<file path="src/rtl/rf_wb_sched_pkg.sv">
// rf_wb_sched shared types and defaults
// Write-port scheduler: widths, FIFO entry, hazard helper

package rf_wb_sched_pkg;

    localparam int XLEN            = 32;
    localparam int RFIDX_WIDTH     = 5;
    localparam int RFREG_NUM       = 32;
    localparam int WB_FIFO_DEPTH   = 4;
    localparam int WB_STARVE_LIMIT = 3;

    typedef logic [RFIDX_WIDTH-1:0] rfidx_t;

    typedef struct packed {
        logic [31:0]     pc;
        logic [XLEN-1:0] wd;
        rfidx_t          wa;
    } wb_ent_t;

    // A register is pending unless it is x0 or is
    // being written from the FIFO head this cycle.
    function automatic logic pend(
        input logic [RFREG_NUM-1:0] busy,
        input logic                 pop,
        input rfidx_t               hwa,
        input rfidx_t               idx
    );
        return busy[idx] && (idx != '0) &&
               !(pop && (hwa == idx));
    endfunction

endpackage

</file>
<file path="src/rtl/rf_wb_fifo.sv">
// rf_wb_fifo: buffer for long-latency results
// Power-of-two depth, head read combinationally

module rf_wb_fifo #(
    parameter int WIDTH = 8,
    parameter int DEPTH = 4
) (
    input  logic             clk,
    input  logic             rstn,
    input  logic             push,
    input  logic [WIDTH-1:0] din,
    input  logic             pop,
    output logic             full,
    output logic             empty,
    output logic [WIDTH-1:0] head
);

    localparam int AW = (DEPTH > 1) ? $clog2(DEPTH) : 1;

    logic [WIDTH-1:0] mem [DEPTH];
    logic [AW-1:0]    rptr;
    logic [AW-1:0]    wptr;
    logic [AW:0]      cnt;
    logic             do_push;
    logic             do_pop;

    assign full    = (cnt == (AW+1)'(DEPTH));
    assign empty   = (cnt == '0);
    assign head    = mem[rptr];
    assign do_push = push && !full;
    assign do_pop  = pop && !empty;

    // Storage array; contents need no reset.
    always_ff @(posedge clk) begin
        if (do_push) begin
            mem[wptr] <= din;
        end
    end

    // Pointers wrap naturally at a power-of-two depth.
    always_ff @(posedge clk) begin
        if (!rstn) begin
            rptr <= '0;
            wptr <= '0;
            cnt  <= '0;
        end else begin
            if (do_push) begin
                wptr <= wptr + AW'(1);
            end
            if (do_pop) begin
                rptr <= rptr + AW'(1);
            end
            unique case ({do_push, do_pop})
                2'b10:   cnt <= cnt + 1'b1;
                2'b01:   cnt <= cnt - 1'b1;
                default: cnt <= cnt;
            endcase
        end
    end

endmodule

</file>
<file path="src/rtl/rf_wb_sched.sv">
// rf_wb_sched: regfile write-port arbiter
// and long-latency destination scoreboard

module rf_wb_sched
    import rf_wb_sched_pkg::*;
#(
    parameter int FIFO_DEPTH   = WB_FIFO_DEPTH,
    parameter int STARVE_LIMIT = WB_STARVE_LIMIT
) (
    input  logic                   clk,
    input  logic                   rstn,
    input  logic                   iss_valid,
    input  logic [RFIDX_WIDTH-1:0] iss_rd,
    output logic                   iss_ready,
    input  logic [RFIDX_WIDTH-1:0] ra1,
    input  logic [RFIDX_WIDTH-1:0] ra2,
    input  logic [RFIDX_WIDTH-1:0] rd_dec,
    output logic                   hz1,
    output logic                   hz2,
    output logic                   hzd,
    input  logic                   p_we,
    input  logic [RFIDX_WIDTH-1:0] p_wa,
    input  logic [XLEN-1:0]        p_wd,
    input  logic [31:0]            p_pc,
    input  logic                   l_valid,
    input  logic [RFIDX_WIDTH-1:0] l_wa,
    input  logic [XLEN-1:0]        l_wd,
    input  logic [31:0]            l_pc,
    output logic                   l_ready,
    output logic                   we3,
    output logic [RFIDX_WIDTH-1:0] wa3,
    output logic [XLEN-1:0]        wd3,
    output logic [31:0]            pc,
    output logic                   stall_wb
);

    localparam int EW = $bits(wb_ent_t);
    localparam int SW = $clog2(STARVE_LIMIT + 1);
    localparam logic [SW-1:0] LIM = SW'(STARVE_LIMIT);

    logic [RFREG_NUM-1:0] busy;
    logic [RFREG_NUM-1:0] busy_nxt;
    logic [SW-1:0]        starve_cnt;
    logic [SW-1:0]        starve_nxt;
    wb_ent_t              l_ent;
    wb_ent_t              head;
    logic                 full;
    logic                 empty;
    logic                 push;
    logic                 pipe_sel;
    logic                 pop_sel;
    logic                 iss_fire;

    assign l_ent    = {l_pc, l_wd, l_wa};
    assign l_ready  = !full;
    assign push     = l_valid && l_ready;
    assign pipe_sel = p_we && (p_wa != '0);
    assign pop_sel  = !pipe_sel && !empty;

    assign iss_ready = !busy[iss_rd] || (iss_rd == '0);
    assign iss_fire  = iss_valid && iss_ready &&
                       (iss_rd != '0);

    assign hz1 = pend(busy, pop_sel, head.wa, ra1);
    assign hz2 = pend(busy, pop_sel, head.wa, ra2);
    assign hzd = pend(busy, pop_sel, head.wa, rd_dec);

    rf_wb_fifo #(
        .WIDTH (EW),
        .DEPTH (FIFO_DEPTH)
    ) u_fifo (
        .clk   (clk),
        .rstn  (rstn),
        .push  (push),
        .din   (l_ent),
        .pop   (pop_sel),
        .full  (full),
        .empty (empty),
        .head  (head)
    );

    // Write port driven by the arbitration winner.
    always_comb begin
        we3 = 1'b0;
        wa3 = '0;
        wd3 = '0;
        pc  = '0;
        unique case (1'b1)
            pipe_sel: begin
                we3 = 1'b1;
                wa3 = p_wa;
                wd3 = p_wd;
                pc  = p_pc;
            end
            pop_sel: begin
                we3 = (head.wa != '0);
                wa3 = head.wa;
                wd3 = head.wd;
                pc  = head.pc;
            end
            default: begin
                we3 = 1'b0;
            end
        endcase
    end

    // Scoreboard: set on issue, clear on pop; x0 never busy.
    always_comb begin
        busy_nxt = busy;
        if (pop_sel) begin
            busy_nxt[head.wa] = 1'b0;
        end
        if (iss_fire) begin
            busy_nxt[iss_rd] = 1'b1;
        end
        busy_nxt[0] = 1'b0;
    end

    // Count cycles the FIFO head loses the port.
    always_comb begin
        starve_nxt = starve_cnt;
        if (empty || pop_sel) begin
            starve_nxt = '0;
        end else if (pipe_sel && starve_cnt != LIM) begin
            starve_nxt = starve_cnt + 1'b1;
        end
    end

    // Register scoreboard, starvation count and bubble request.
    always_ff @(posedge clk) begin
        if (!rstn) begin
            busy       <= '0;
            starve_cnt <= '0;
            stall_wb   <= 1'b0;
        end else begin
            busy       <= busy_nxt;
            starve_cnt <= starve_nxt;
            if (pop_sel) begin
                stall_wb <= 1'b0;
            end else if (starve_nxt == LIM) begin
                stall_wb <= 1'b1;
            end
        end
    end

endmodule

</file>
<file path="config.mk">
export PLATFORM = sky130hd
export DESIGN_NAME = rf_wb_sched
export DESIGN_NICKNAME = d
export VERILOG_FILES = /design/src/rtl/rf_wb_sched_pkg.sv /design/src/rtl/rf_wb_fifo.sv /design/src/rtl/rf_wb_sched.sv
export SDC_FILE = /design/constraint.sdc
export NUM_CORES = 1
export LEC_CHECK = 0
export CAP_MARGIN = 20
export CORE_ASPECT_RATIO = 0.7
export CORE_UTILIZATION = 50
export DETAILED_ROUTE_END_ITERATION = 8
export PLACE_DENSITY = 0.8
export SYNTH_ARGS = -nofsm -noshare
export SYNTH_HDL_FRONTEND = slang
export SYNTH_SLANG_ARGS = --single-unit
</file>
<file path="constraint.sdc">
create_clock -name clk -period 3.9 [get_ports clk]
set_input_delay 0.78 -clock clk [delete_from_list [all_inputs] [get_ports clk]]
set_output_delay 0.78 -clock clk [all_outputs]
set_load 0.02 [all_outputs]
</file>
### Word-level counts from Yosys, hierarchy flattened

Memory sizes are Yosys's and may differ from the RTL's. A register that Yosys moved wholly into a read port is not among the register bits.
Index checks and enable logic that the tools add are counted.

* bits in registers: 42
* latch bits: 0
* bits in writable memories: 276
* ROM bits: 0
* input port bits: 163
* output and inout port bits: 76
* logic and storage cells: 95
* memories: 1

* add/subtract/negate cells: 5
* $mul: 0
* divide/modulo/power cells: 0
* $lt $le $gt $ge: 7
* equality and inequality tests: 8
* shift-type cells: 0
* muxes and demuxes: 25
* bitwise gates (word level): 4
* reduce and logical (&&, ||, !) cells: 38

Memories
* u_fifo.mem: words 4, width 69, read ports 1, clocked after Yosys merged registers in 1, write ports 1, RTL line rf_wb_fifo.sv:20 `logic [WIDTH-1:0] mem [DEPTH];`

Operators with widths (number)
* 32-bit one-hot mux with 2 select lines: 2
* 32-bit 2-to-1 mux: 2
* 32-bit AND: 1
* 32-bit inverter: 1
* 32-bit bitwise OR: 1
* 5-bit by 6-bit less-than comparator with 1-bit output, second input constant: 5
* 5-bit nonzero test: 6
* 1-bit binary-select mux with 5-bit select: 4
* 1-bit logical AND: 19
* 5-bit equality test: 3
* 1-bit demux with 5-bit select: 2
* 5-bit by 1-bit >= comparator with 1-bit output, second input constant: 2
* 5-bit one-hot mux with 2 select lines: 1
* 1-bit 2-to-1 mux: 8
* 2-bit 2-to-1 mux: 4
* 1-bit zero test: 7
* 2-bit by 1-bit adder with 2-bit output, second input constant: 3
* 3-bit one-hot mux with 2 select lines: 1
* 5-bit zero test: 1
* 2-bit equality test, second input constant: 2
* 3-bit by 1-bit adder with 3-bit output, second input constant: 1
* 3-bit equality test, second input constant: 1
* 3-bit zero test: 1
* 3-bit by 1-bit subtractor with 3-bit output, second input constant: 1
* 7 further kinds: 8

### Longest topological paths before layout

Gate-level depths: netlist (run 1).

* depth in word-level cells: 9
* mapped depth: 10
* mapped depth without buffers: 10

### By module

A second synthesis (run 1) with hierarchy kept.

* cell total of the unflattened synthesis: 954
* area, all modules: 14498.9 µm²

Modules (own cells, without submodules)
* rf_wb_fifo: instances 1, cells an instance 415, area each 10448.8 µm², seq. area each 8468.1 µm²
* rf_wb_sched: instances 1, cells an instance 539, area each 4050.1 µm², seq. area each 680.7 µm²

### Worst setup path before layout (run 1)

OpenSTA, ideal clock, no wires.

* path type: in2reg
* from: in p_wa[3]
* to: reg u_fifo.cnt[2]
* library setup time: 0.076 ns
* arrival: 3.172 ns
* data required time: 3.824 ns
* slack: 0.652 ns
* stages: 10
* path buffers: 1
* path through: or4_1 > o21a_1 > clkbuf_1 > nor2_1 > ha_1 > inv_1 > fa_1 > xor2_1 > or3_1 > a21boi_0

* word-level cells in the longest chain between the ends: 7
* elaborated cells between the ends (all ways): 9
* those cells by class: eq/ne (2); mux (1); reduce/logical (6)

RTL lines
* start: declaration: RTL line rf_wb_sched.sv:22 `input logic [RFIDX_WIDTH-1:0] p_wa,`
* 5-bit nonzero test (*): RTL line rf_wb_sched.sv:57 `assign pipe_sel = p_we && (p_wa != '0);`
* 1-bit logical AND (*): RTL line rf_wb_sched.sv:57
* 1-bit zero test (*): RTL line rf_wb_sched.sv:58 `assign pop_sel = !pipe_sel && !empty;`
* 1-bit logical AND (*): RTL line rf_wb_sched.sv:58
* 1-bit logical AND (*): RTL line rf_wb_fifo.sv:31 `assign do_pop = pop && !empty;`
* net u_fifo.do_pop: RTL line rf_wb_fifo.sv:25 `logic do_pop;`
* 2-bit by 1-bit equality test with 1-bit output or 2-bit equality test (tied branches): RTL line rf_wb_fifo.sv:53 `unique case ({do_push, do_pop})`
* 3-bit one-hot mux with 2 select lines or 2-bit nonzero test (tied branches)
* end signal: assignment: RTL line rf_wb_fifo.sv:54 `2'b10: cnt <= cnt + 1'b1;`
* end signal: assignment: RTL line rf_wb_fifo.sv:55 `2'b01: cnt <= cnt - 1'b1;`
* end signal: assignment: RTL line rf_wb_fifo.sv:56 `default: cnt <= cnt;`
* end: declaration: RTL line rf_wb_fifo.sv:23 `logic [AW:0] cnt;`

Mark *: on every way through the listed nets, which the timed path passes. The rest lies on a longest branch.
A chain may end at the register's enable or synchronous reset.

### Worst setup path in the final report (run 1)

* from: in p_wa[3]
* to: out wd3[8]

* word-level cells in the longest chain between the ends: 5

RTL lines
* 5-bit nonzero test (*): RTL line rf_wb_sched.sv:57
* 1-bit logical AND (*): RTL line rf_wb_sched.sv:57
* 1-bit zero test: RTL line rf_wb_sched.sv:58
* 1-bit logical AND: RTL line rf_wb_sched.sv:58
* 32-bit one-hot mux with 2 select lines (*): RTL line rf_wb_sched.sv:88 `unique case (1'b1)`
* end: declaration: RTL line rf_wb_sched.sv:32 `output logic [XLEN-1:0] wd3,`

Every way passes the cells marked *; elsewhere a longest branch is shown, timed or not.

==> flow_summary.json, run 1 <==
{
  "p_total_w": 0.0102,
  "synth_area_leaders": "edfxtp_1 (59%), mux4_2 (15%), dfxtp_1 (6.1%)",
  "layout.nets": 1351,
  "grt_overflow_total": 0,
  "fillCellCount": 2016,
  "synth_nets": 1105,
  "synth-seq-cells": 319,
  "rsz0062_at_grt": "no",
  "insertion_delay_ps": 550,
  "cts_root_buf": "clkbuf_16",
  "synth_largest_area_cell": "edfxtp_1",
  "syn2layout_area_growth_pct": 28.6,
  "highest_layer": "met5",
  "fp.dieW_um": 203,
  "cp_max_fo": 59,
  "setup_tns_ps": 0,
  "grt_first_pass_wirelength_um": 52800,
  "syn_area_mm2": 0.0142,
  "layout_common_cells": "edfxtp_1 (276), clkdlybuf4s50_1 (172), nand2_1 (154)",
  "design_area_mm2": 0.0182,
  "cts_hold_buffers": 0,
  "grt_util_all_layers_pct": 23.8,
  "routed_wl_um": 34100,
  "worst_slew_pin_slew_ps": 762,
  "antenna_left": 0,
  "arrival_ps": 3070,
  "wl_met1_um": 14900,
  "drc": 0,
  "die_h_um": 143,
  "clock_path_buffers": 3,
  "fin_crit_sh_pct": 98.7,
  "core-area_mm2": 0.0278,
  "wl_per_cell_um": 21.6,
  "final_common_cell": "edfxtp_1",
  "dp_hpwl_um": 22700,
  "cp-start-kind": "input port",
  "viasPerCell": 5.83,
  "end_kind": "output pin",
  "numCtsBuffers": 31,
  "drv_cap": 0,
  "fin_ws_ps": 50.3,
  "seq_area_frac_synth_pct": 64.6,
  "whs_endpoint": "u_fifo.wptr[1]",
  "io_buffers": 238,
  "htree_levels": 1,
  "ff2ff_setup_slack_ps": 1450,
  "wl_met2_um": 15700,
  "multi_input_area_mm2": 0.00468,
  "finalSetupViolCount": 0,
  "drive_gt1_share_pct": 17.4,
  "max_freq_mhz": 260,
  "area.sequential_mm2": 0.00916,
  "num_rows": 51,
  "grt_max_degree": 70,
  "vias": 9210,
  "cts_tree": "done",
  "dpl_cell_area_mm2": 0.0172,
  "start_util_pct": 50.9,
  "gp_congestion": 0.986,
  "slew_headroom_pct": 49.2,
  "holdPathStages": 2,
  "peakVddDrop_mv": 0.373,
  "drt_first_pass_iters": 6,
  "slew_violations": 0,
  "min-delay-start": "u_fifo.wptr[1]",
  "min_period_ps": 3850,
  "path_class": "input port to output pin",
  "yosys.area.top_type_share_pct": 58.5,
  "grt_antenna_before_repair": 2,
  "p_leak_nw": 6.38,
  "routed-wl-met3_um": 3010,
  "hold_viol": 0,
  "first_global_vias": 9267,
  "cts.sinks": 319,
  "synthesis.yosys.warnings": 0,
  "pin_count": 239,
  "powerDensity_mw_per_mm2": 562,
  "async_flop_share_pct": 0,
  "synthFlopType": "edfxtp_1",
  "hp-class": "flop to flop",
  "place_ws_ps": -99.5,
  "status": "completed",
  "syn-instance-count": 935,
  "yosysUniqueCellTypes": 47,
  "path_clk_slew_ps": 60,
  "die_area_mm2": 0.0290,
  "required_ps": 3120,
  "avgSynthCellArea_um2": 15.1,
  "ff2ff_path_depth": 5,
  "post-cts-setup-buffers": 0,
  "skew_ps": 9.39,
  "synth-edff-count": 276,
  "drtIter0Drc": 780,
  "reg2reg_to": "busy[6]",
  "holdWs_ps": 533
}
==> flip-flops by register name (all words and copies together), names as in the netlist, named ones only <==
| register | count |
|---|---|
| u_fifo.rptr | 2 |
| u_fifo.wptr | 2 |
| stall_wb | 1 |
| u_fifo.cnt | 3 |
| busy | 31 |
| u_fifo.mem | 276 |
| starve_cnt | 2 |
==> worst max path at each step <==
| stage | startpoint | endpoint | slack (ps) |
|---|---|---|---|
| after global routing | p_wa[3] | wa3[2] | 10 |
| after floorplan | p_wa[3] | u_fifo.cnt[2] | 650 |
| final | p_wa[3] | wd3[8] | 50 |
| after global placement | ra1[1] | hz1 | -50 |
| after detailed placement | p_wa[0] | wd3[10] | -100 |
| after CTS | p_wa[3] | wd3[27] | 3 |
==> synthesized netlist by cell type (all sizes together), types with 5 or more instances <==
library cell	number
a21oi	6
and2	7
and3	5
buf	25
clkbuf	44
dfxtp	43
edfxtp	276
ha	6
inv	14
mux2	9
mux2i	6
mux4	95
nand2	154
nand3	88
nand3b	6
nor2	13
nor2b	6
o211ai	31
o21ai	10
o31ai	35
xnor2	15
==> logic make-up (layout without fill, tap and decap cells) <==
family	after synthesis	after routing	synth area share (%)
AND/OR/NAND/NOR	297	297	9.54
AO/OA/AOI/OAI	101	101	5.22
adder cells (fa/ha/maj)	7	7	0.671
flip-flops	319	319	64.6
other	0	2	0
multiplexers	110	110	16.2
buffers and inverters	83	354	2.61
XOR/XNOR	18	18	1.11
==> where the power goes <==
part           leakage, nW  internal (W)  switching [W]
combinational         2.98       0.00130        0.00163
clock                0.517       0.00186        0.00125
sequential            2.88       0.00407       0.000122
total                 6.38       0.00722        0.00301
==> per-layer routing <==
layer  global-route usage (%)  vias to the layer above
li1                         -                     4182
met1                     34.7                     4547
met2                     36.9                      436
met3                     5.27                       43
met4                     5.07                        2
met5                        0                        -
==> final cells by class <==
| type | instances | share of cell area (%) |
|---|---|---|
| sequential | 319 | 50.3 |
| multi-input combinational | 533 | 25.7 |
| inverter | 14 | 0.289 |
| antenna | 2 | 0.0275 |
| clock inverter | 23 | 1.53 |
| tap | 371 | 2.55 |
| timing repair buffer | 282 | 15.3 |
| clock buffer | 35 | 4.34 |
==> stage by stage <==
step	utilization [%]	cells
floorplan	-	935
global placement	61.8	1519
detailed placement	61.8	1519
CTS	65.4	1577
global route	65.4	1578
finish	65.4	1579
==> what timing repair did <==
item	4_1_cts	5_1_grt
resized for setup	62	6
setup endpoints to repair	62	6
pin swaps	0	0
gates cloned	0	0
==> critical path, cell delays in order <==
cell and delay (ps):
clkdlybuf4s50_1 410, or4_1 630, o21a_2 310, buf_12 190
nand2_1 100, nand2_1 60, clkdlybuf4s50_1 540
(Power assumes the default switching activity.)
==> inputs of run 2 (changes only) <==
--- a/config.mk
+++ b/config.mk
@@ -7,6 +7,7 @@
 export LEC_CHECK = 0
 export CAP_MARGIN = 20
 export CORE_ASPECT_RATIO = 0.7
+export CORE_MARGIN = 8
 export CORE_UTILIZATION = 50
 export DETAILED_ROUTE_END_ITERATION = 8
 export PLACE_DENSITY = 0.8
==> run 2 against run 1 <==
  * Clock power decreased by 5%
  * First-iteration DRC count is 10% higher
  * Die area up 17%
  * Routed wire length is 6.4% higher
  * Via count grew 2.4%
  * Total power down 0.67%
  * Setup slack improved by 60 ps
  * Highest routed layer unchanged
  * Sequential share of layout area is 0.21 points higher
  * Final cell count down 0.19%
  * Critical endpoint is now pc[20]
  * Maximum frequency grew 1.6%
  * Sequential cell count unchanged
  * Clock skew rose by 5.4 ps
==> flow_summary.json, run 2 (synthesis results as in run 1) <==
{
  "die_h_um": 157,
  "path_clk_slew_ps": 60,
  "gp_congestion": 0.908,
  "grt_max_degree": 61,
  "cp-start-kind": "input port",
  "io_buffers": 238,
  "slew_violations": 0,
  "skew_ps": 14.7,
  "hp-class": "flop to flop",
  "status": "completed",
  "layout.nets": 1352,
  "htree_levels": 1,
  "pin_count": 239,
  "p_leak_nw": 6.38,
  "viasPerCell": 5.99,
  "grt_util_all_layers_pct": 20.8,
  "drive_gt1_share_pct": 17.2,
  "drt_first_pass_iters": 6,
  "start_util_pct": 50.9,
  "antenna_left": 0,
  "drtIter0Drc": 859,
  "comb_power_share_pct": 29.7,
  "peakVddDrop_mv": 0.461,
  "fp.dieW_um": 217,
  "syn2layout_area_growth_pct": 28.0,
  "p_int_w": 0.00713,
  "numCtsBuffers": 31,
  "crit_path_top_delay_cell": "or4_4",
  "sequentialPowerShare_pct": 41.3,
  "hold_viol": 0,
  "cp_cell_sequence": "clkdlybuf4s50_1 -> or4_4 -> o21ai_4 -> buf_4 -> buf_12 -> nand3_1 -> nand2_1 -> dlygate4sd2_1",
  "routed_wl_um": 36300,
  "drv_cap": 0,
  "insertion_delay_ps": 560,
  "design_area_mm2": 0.0181,
  "dpl_cell_area_mm2": 0.0171,
  "largest_reg_flops": 276,
  "holdWs_ps": 516,
  "cpPeakStageDelay_ps": 570,
  "p_sw_share_pct": 29.8,
  "final_common_cell": "edfxtp_1",
  "dp_hpwl_um": 24400,
  "cts.sinks": 319,
  "vias": 9433,
  "fin_crit_sh_pct": 97.2,
  "grt_overflow_total": 0,
  "first_global_vias": 9529,
  "arrival_ps": 3010,
  "p_clk_share_pct": 29.0,
  "p_switching_w": 0.00303,
  "cp_max_fo": 42,
  "drc": 0,
  "finalSetupViolCount": 0,
  "cts_tree": "done",
  "worst_slew_pin_slew_ps": 592,
  "top_register": "u_fifo.mem",
  "num_rows": 51,
  "max_freq_mhz": 264,
  "cts_root_buf": "clkbuf_16",
  "core-area_mm2": 0.0278,
  "rsz0062_at_grt": "no",
  "wl_per_cell_um": 23.0,
  "path_class": "input port to output pin",
  "min_period_ps": 3790,
  "layout_common_cells": "edfxtp_1 (276), clkdlybuf4s50_1 (169), nand2_1 (154)",
  "post-route-util_pct": 65.2,
  "grt_first_pass_wirelength_um": 55400,
  "slew_headroom_pct": 60.2,
  "grt_antenna_before_repair": 4,
  "die_area_mm2": 0.0341,
  "reg_top3": "u_fifo.mem (276), busy (31), u_fifo.cnt (3)",
  "end_kind": "output pin",
  "powerDensity_mw_per_mm2": 560,
  "required_ps": 3120,
  "cts_hold_buffers": 0,
  "clock_path_buffers": 3
}
[run 2: critical path, delay by kind of cell]
kind | cells | cell delay [ps]
buffers and inverters | 4 | 1160
and+or+nand+nor | 3 | 790
AOI/OAI and AO/OA | 1 | 240
[run 2: layer usage]
layer | share of wire (%) | vias to the layer above | global-route usage (%)
li1 | - | 4180 | -
met1 | 42 | 4633 | 29.3
met2 | 45 | 536 | 31.7
met3 | 11 | 78 | 5.94
met4 | 2.4 | 6 | 5.17
met5 | 0.11 | - | 0
[run 2: metrics by stage]
step | setup WS, ps | setup TNS (ps) | total power, W | cells
after floorplan | 652 | 0 | 0.00618 | 935
after global placement | -88.3 | -875 | 0.00730 | 1511
after detailed placement | -109 | -2300 | 0.00736 | 1511
after CTS | 2.83 | 0 | 0.0102 | 1567
after global routing | 36.8 | 0 | 0.0106 | 1575
final | 110 | 0 | 0.0102 | 1576
[run 2: cell type report]
cell class,instances,area [um^2]
Fill cell,2024,9690
Sequential cell,319,9160
Multi-Input combinational cell,533,4680
Timing Repair Buffer,283,2780
Clock buffer,34,787
Tap cell,371,464
Clock inverter,20,205
Inverter,14,52.6
Antenna cell,2,5.00
[run 2: worst paths after layout]
kind | startpoint | depth (start not counted) | slack, ps | end
setup / recovery | p_wa[3] | 8 | 110 | pc[20]
setup reg to reg | flop | 5 | 1490 | busy[20]
hold reg to reg | u_fifo.wptr[1] | 2 | 520 | u_fifo.wptr[1]
hold / removal | u_fifo.wptr[1] | 2 | 520 | u_fifo.wptr[1]
[run 2: timing repair]
item / CTS / global route
endpoints found under the setup margin: 64 / 11
resized for setup: 63 / 9
pin swaps: 0 / 1
buffers inserted: 2 / 7
endpoints found under the hold margin: 0 / 0
[run 2: power by group through the flow]
stage | clock network [W] | registers [W] | logic [W]
after floorplan | 0 | 0.00421 | 0.00197
after global placement | 0 | 0.00427 | 0.00303
after detailed placement | 0 | 0.00430 | 0.00306
after CTS | 0.00299 | 0.00420 | 0.00301
after global routing | 0.00311 | 0.00423 | 0.00324
final | 0.00294 | 0.00420 | 0.00302
==> inputs of run 3 (changes only) <==
--- a/config.mk
+++ b/config.mk
@@ -7,7 +7,6 @@
 export LEC_CHECK = 0
 export CAP_MARGIN = 20
 export CORE_ASPECT_RATIO = 0.7
-export CORE_MARGIN = 8
 export CORE_UTILIZATION = 50
 export DETAILED_ROUTE_END_ITERATION = 8
 export PLACE_DENSITY = 0.8
==> results of run 3 <==
Same layout as run 1: the final DEF is identical, and so are final timing and power.
